[src/rtl/onehot_scan_decoder_pkg.sv]
// onehot_scan_decoder_pkg: mode encodings and scan direction shared by the scan decoder files.
package onehot_scan_decoder_pkg;
    typedef enum logic [1:0] {
        MODE_DIRECT    = 2'b00,
        MODE_SCAN_UP   = 2'b01,
        MODE_SCAN_DOWN = 2'b10,
        MODE_BOUNCE    = 2'b11
    } mode_e;
    typedef enum logic {
        DIR_UP   = 1'b0,
        DIR_DOWN = 1'b1
    } dir_e;
endpackage

[src/rtl/onehot_scan_decoder_tick_gen.sv]
// tick_gen: prescaler counting 0..TICK_DIV-1 while run, pulsing tick on the last count.
module tick_gen
    import onehot_scan_decoder_pkg::*;
#(
    parameter int TICK_DIV = 10_000_000
) (
    input  logic clk_100MHz,
    input  logic reset,
    input  logic run,
    input  logic clr,
    output logic tick
);
    localparam int CNT_W = $clog2(TICK_DIV);
    logic [CNT_W-1:0] cnt_q;
    assign tick = run && (cnt_q == CNT_W'(TICK_DIV - 1));
    always_ff @(posedge clk_100MHz) begin
        if (reset || clr)
            cnt_q <= '0;
        else if (run)
            cnt_q <= tick ? '0 : cnt_q + CNT_W'(1);
    end
endmodule

[src/rtl/onehot_scan_decoder.sv]
// onehot_scan_decoder: registered one-hot LED driver with direct select and timed scan modes.
// Define ONEHOT_SCAN_BOUNCE_EN to make mode 11 a ping-pong scan; otherwise it acts as DIRECT.
module onehot_scan_decoder
    import onehot_scan_decoder_pkg::*;
#(
    parameter int SEL_W    = 4,
    parameter int TICK_DIV = 10_000_000
) (
    input  logic                  clk_100MHz,
    input  logic                  reset,
    input  logic [SEL_W-1:0]      sw,
    input  logic [1:0]            mode,
    input  logic                  en,
    output logic [2**SEL_W-1:0]   LED,
    output logic [SEL_W-1:0]      pos,
    output logic                  step
);
    localparam int OUT_W = 2**SEL_W;
    mode_e             mode_eff, prev_mode_q;
    logic [SEL_W-1:0]  pos_q, pos_d;
    logic [OUT_W-1:0]  led_q;
    logic              step_q, scan, changed, run, clr, tick;
`ifdef ONEHOT_SCAN_BOUNCE_EN
    dir_e              dir_q, dir_d;
    assign mode_eff = mode_e'(mode);
`else
    assign mode_eff = (mode == MODE_BOUNCE) ? MODE_DIRECT : mode_e'(mode);
`endif
    assign scan    = mode_eff != MODE_DIRECT;
    assign changed = mode_eff != prev_mode_q;
    assign run     = en && scan && !changed;
    assign clr     = en && (!scan || changed);

    tick_gen #(.TICK_DIV(TICK_DIV)) u_tick (
        .clk_100MHz(clk_100MHz),
        .reset     (reset),
        .run       (run),
        .clr       (clr),
        .tick      (tick)
    );

    always_comb begin
        pos_d = pos_q;
        if (en && (mode_eff == MODE_DIRECT || prev_mode_q == MODE_DIRECT))
            pos_d = sw;
        else if (tick && mode_eff == MODE_SCAN_UP)
            pos_d = pos_q + SEL_W'(1);
        else if (tick && mode_eff == MODE_SCAN_DOWN)
            pos_d = pos_q - SEL_W'(1);
`ifdef ONEHOT_SCAN_BOUNCE_EN
        else if (tick)
            pos_d = (dir_q == DIR_UP) ? ((pos_q == {SEL_W{1'b1}}) ? {SEL_W{1'b1}} - SEL_W'(1) : pos_q + SEL_W'(1))
                                      : ((pos_q == '0) ? SEL_W'(1) : pos_q - SEL_W'(1));
`endif
    end

`ifdef ONEHOT_SCAN_BOUNCE_EN
    // Endpoints flip direction in the same step so each end is shown for one period.
    always_comb begin
        dir_d = dir_q;
        if (en && prev_mode_q == MODE_DIRECT)
            dir_d = DIR_UP;
        else if (en && changed)
            dir_d = (mode_eff == MODE_SCAN_DOWN) ? DIR_DOWN : DIR_UP;
        else if (tick && mode_eff == MODE_BOUNCE)
            dir_d = (dir_q == DIR_UP) ? ((pos_q == {SEL_W{1'b1}}) ? DIR_DOWN : DIR_UP)
                                      : ((pos_q == '0) ? DIR_UP : DIR_DOWN);
    end
    always_ff @(posedge clk_100MHz) begin
        if (reset)
            dir_q <= DIR_UP;
        else
            dir_q <= dir_d;
    end
`endif

    always_ff @(posedge clk_100MHz) begin
        if (reset) begin
            pos_q       <= '0;
            prev_mode_q <= MODE_DIRECT;
            led_q       <= '0;
            step_q      <= 1'b0;
        end else begin
            pos_q       <= pos_d;
            prev_mode_q <= en ? mode_eff : prev_mode_q;
            led_q       <= en ? (OUT_W'(1) << pos_d) : '0;
            step_q      <= tick;
        end
    end

    assign LED  = led_q;
    assign pos  = pos_q;
    assign step = step_q;
endmodule

[config.mk]
export PLATFORM = sky130hd
export DESIGN_NAME = onehot_scan_decoder
export DESIGN_NICKNAME = d
export VERILOG_FILES = /design/src/rtl/onehot_scan_decoder_pkg.sv /design/src/rtl/onehot_scan_decoder_tick_gen.sv /design/src/rtl/onehot_scan_decoder.sv
export SDC_FILE = /design/constraint.sdc
export NUM_CORES = 1
export LEC_CHECK = 0
export ABC_AREA = 1
export CAP_MARGIN = 20
export CORE_UTILIZATION = 30
export DETAILED_ROUTE_END_ITERATION = 12
export PLACE_DENSITY = 0.46
export RECOVER_POWER = 50
export SLEW_MARGIN = 15
export SYNTH_ARGS = -nofsm -noshare
export SYNTH_HDL_FRONTEND = slang
export SYNTH_SLANG_ARGS = --single-unit
[constraint.sdc]
create_clock -name clk_100MHz -period 5 [get_ports clk_100MHz]
set_input_delay 0.75 -clock clk_100MHz [delete_from_list [all_inputs] [get_ports clk_100MHz]]
set_output_delay 0.75 -clock clk_100MHz [all_outputs]
set_load 0.02 [all_outputs]
==> results.toml <==
[outcome]
status = "complete, no violations"

[detailed_routing]
totalWireLength_um = 6480
viasPerCell = 4.75
drt_iter0_markers = 126
avgRoutedWirePerCell_um = 12.2
drc_errors = 0
via_count = 2519
first_pass_iters = 4
final_antenna_net_count = 0

[synthesis]
syn_avg_cell_area_um2 = 6.68
ys.flop_type = "dfxtp_1"
syn_area_um2 = 2640
synth_xor_area_frac = 0.0232
synth_adder_area_share = 0.0332
ys_types = 36
synth_top_family_by_area = "simple AND/OR/NAND/NOR gates"
yosys.area_share.simple = 0.427
synthCells = 395
syn_nets = 411
synth_edf_count = 0
synth_seq_area_share = 0.356
synth-seq-cells = 47
postSynth.asyncResetShare = 0
synthMuxAreaShare = 0
yosysWarnings = 0
synth_compound_area_frac = 0.0725

[critical_path]
startpoint_type = "input pin"
critPathArrivalTime_ns = 3.66
reg2reg_depth = 12
cp_max_fo = 13
setup.worst_path.class = "input pin to flip-flop"
crit_path_end_kind = "flip-flop"
worstPathRequired_ns = 5.22

[layout]
area.growth.synth_to_final_pct = 17.5
diodes = 0
fin_nets = 440
final_common_cell = "nand2_1"
fillerInstances = 921
most-common-layout-cells = "85 x nand2_1, 72 x nor2_1, 49 x inv_1"
stdcell_area_um2 = 3100
drive_above_1_share = 0.0824
multi_input_area_um2 = 1430
ff_latch_area_um2 = 941

[timing]
slew_violations = 0
min_period_ns = 3.44
fmax_ghz = 0.290
grt_setup_unrepaired = "false"
setup_viol = 0
clock_skew_ns = 0.0173
max_slew_margin = 0.440
finalHoldViolations = 0
fin_crit_sh = 0.689
tns_ns = 0
tightestPinTransition_ns = 0.837

[clocking]
htreeDepth = 2
clk_pin_slew_ns = 0.11
cts_tree = "done"
post_cts.repair.setup_buffers = 0
cts_hold_buffers = 0
cts_root_buf = "clkbuf_8"
cts_resized = 0
clock_latency_ns = 0.32
clkSinkCount = 47
clock_path_buffers = 2
cts_made_buffers = 5

[placed_design]
dpl_cell_area_um2 = 3020
io_buffers = 29
dp_hpwl_um = 5060
place_congestion = 0.813

[pwr]
peakVddDrop_mv = 0.120
power.leakage_nw = 1.27
finalPower_uw = 791
power_density_nw_per_um2 = 255

[job]
maxCapViolCount = 0

[worst_hold_path]
hold_depth = 2
min_path_type = "flip-flop to flip-flop"

[grt]
grt_overflow = 0
grt_pass1_vias = 2383
grt_max_degree = 17
grt_pass1_wl_um = 11300
grt_usage = 0.158
antenna_found_initial = 0

[floorplanning]
initial_core_util = 0.315
coreArea_um2 = 8380
row_count = 33
ios = 30
dieArea_um2 = 9180
fp.dieH_um = 95.8
die_w_um = 95.8
cell families (layout without fill, tap and decap cells):
family,after synthesis,in the layout
AOI/OAI and AO/OA,34,34
xor gates and xnor gates,7,7
adders and majority gates,7,7
buffers and inverters,58,88
DFF,47,47
and+or+nand+nor,242,242
worst max-delay path, stage by stage:
cell and delay, ns:
dlygate4sd3_1 0.59, inv_1 0.08, ha_1 0.23, xnor2_1 0.24
nand2_1 0.09, nor2_1 0.65, nand3_1 0.29, nor2_4 0.19
nand2_2 0.10, nor2_4 0.10, nand2_2 0.09, nor2_2 0.12
nand2_1 0.06, nand2_1 0.06, nor2_1 0.04
cell usage after synthesis, types with 2 or more instances:
cell | instances | area [um^2]
nor2_4 | 4 | 45.0
dfxtp_1 | 47 | 941
o21ai_1 | 2 | 10.0
nand3_1 | 29 | 145
nand2_2 | 8 | 50.1
o21ai_0 | 12 | 60.1
nor2_2 | 7 | 43.8
nor2_1 | 70 | 263
nand4_1 | 12 | 75.1
clkbuf_1 | 3 | 11.3
xor2_1 | 3 | 26.3
nor3_1 | 12 | 60.1
a22oi_1 | 2 | 15.0
ha_1 | 7 | 87.6
xnor2_1 | 4 | 35.0
nand2_1 | 84 | 315
inv_2 | 2 | 7.51
inv_1 | 49 | 184
or2_2 | 6 | 37.5
a21oi_1 | 12 | 60.1
nor4_1 | 3 | 18.8
nand3_2 | 3 | 30.0
metrics by stage:
step	hold WS, ns	cells	setup slack, ns	utilization
floorplan	0.457	395	2.62	-
global placement	0.476	522	1.57	0.361
detailed placement	0.478	522	1.49	0.361
CTS	0.494	530	1.82	0.374
global route	0.517	530	1.16	0.370
finish	0.490	530	1.56	0.370
report_power, final:
group | leakage (nW) | switching [mW] | internal (mW)
clock network | 0.0587 | 0.148 | 0.152
logic | 0.827 | 0.0660 | 0.0371
registers | 0.380 | 0.00640 | 0.382
total | 1.27 | 0.221 | 0.571
final timing paths:
kind / start / end / slack (ns)
worst max-delay path: mode[0] / u_tick.cnt_q[19]$_SDFFE_PP0P_ / 1.56
worst min-delay path: u_tick.cnt_q[0]$_SDFFE_PP0P_ / u_tick.cnt_q[0]$_SDFFE_PP0P_ / 0.49
worst max register to register: prev_mode_q[0]$_SDFFE_PP0P_ / u_tick.cnt_q[19]$_SDFFE_PP0P_ / 2.51
worst min register to register: u_tick.cnt_q[0]$_SDFFE_PP0P_ / u_tick.cnt_q[0]$_SDFFE_PP0P_ / 0.49
sequential cells by signal, indices dropped and copies added (netlist names):
name,cells
LED,16
pos,4
prev_mode_q,2
step,1
u_tick.cnt_q,24
per-layer routing:
layer	wire length, um	vias up	global-route usage
met3	231	8	0.0308
met2	2820	49	0.243
li1	-	1316	-
met1	3350	1146	0.222
met5	0	-	0
met4	89	0	0.0498
layout make-up:
| class | instances | share of cell area |
|---|---|---|
| Clock inverter | 3 | 0.0153 |
| Inverter | 51 | 0.0617 |
| Tap cell | 105 | 0.0423 |
| Timing Repair Buffer | 29 | 0.0935 |
| Sequential cell | 47 | 0.303 |
| Clock buffer | 5 | 0.0222 |
| Multi-Input combinational cell | 290 | 0.462 |
Power figures use the tool's default switching activity.
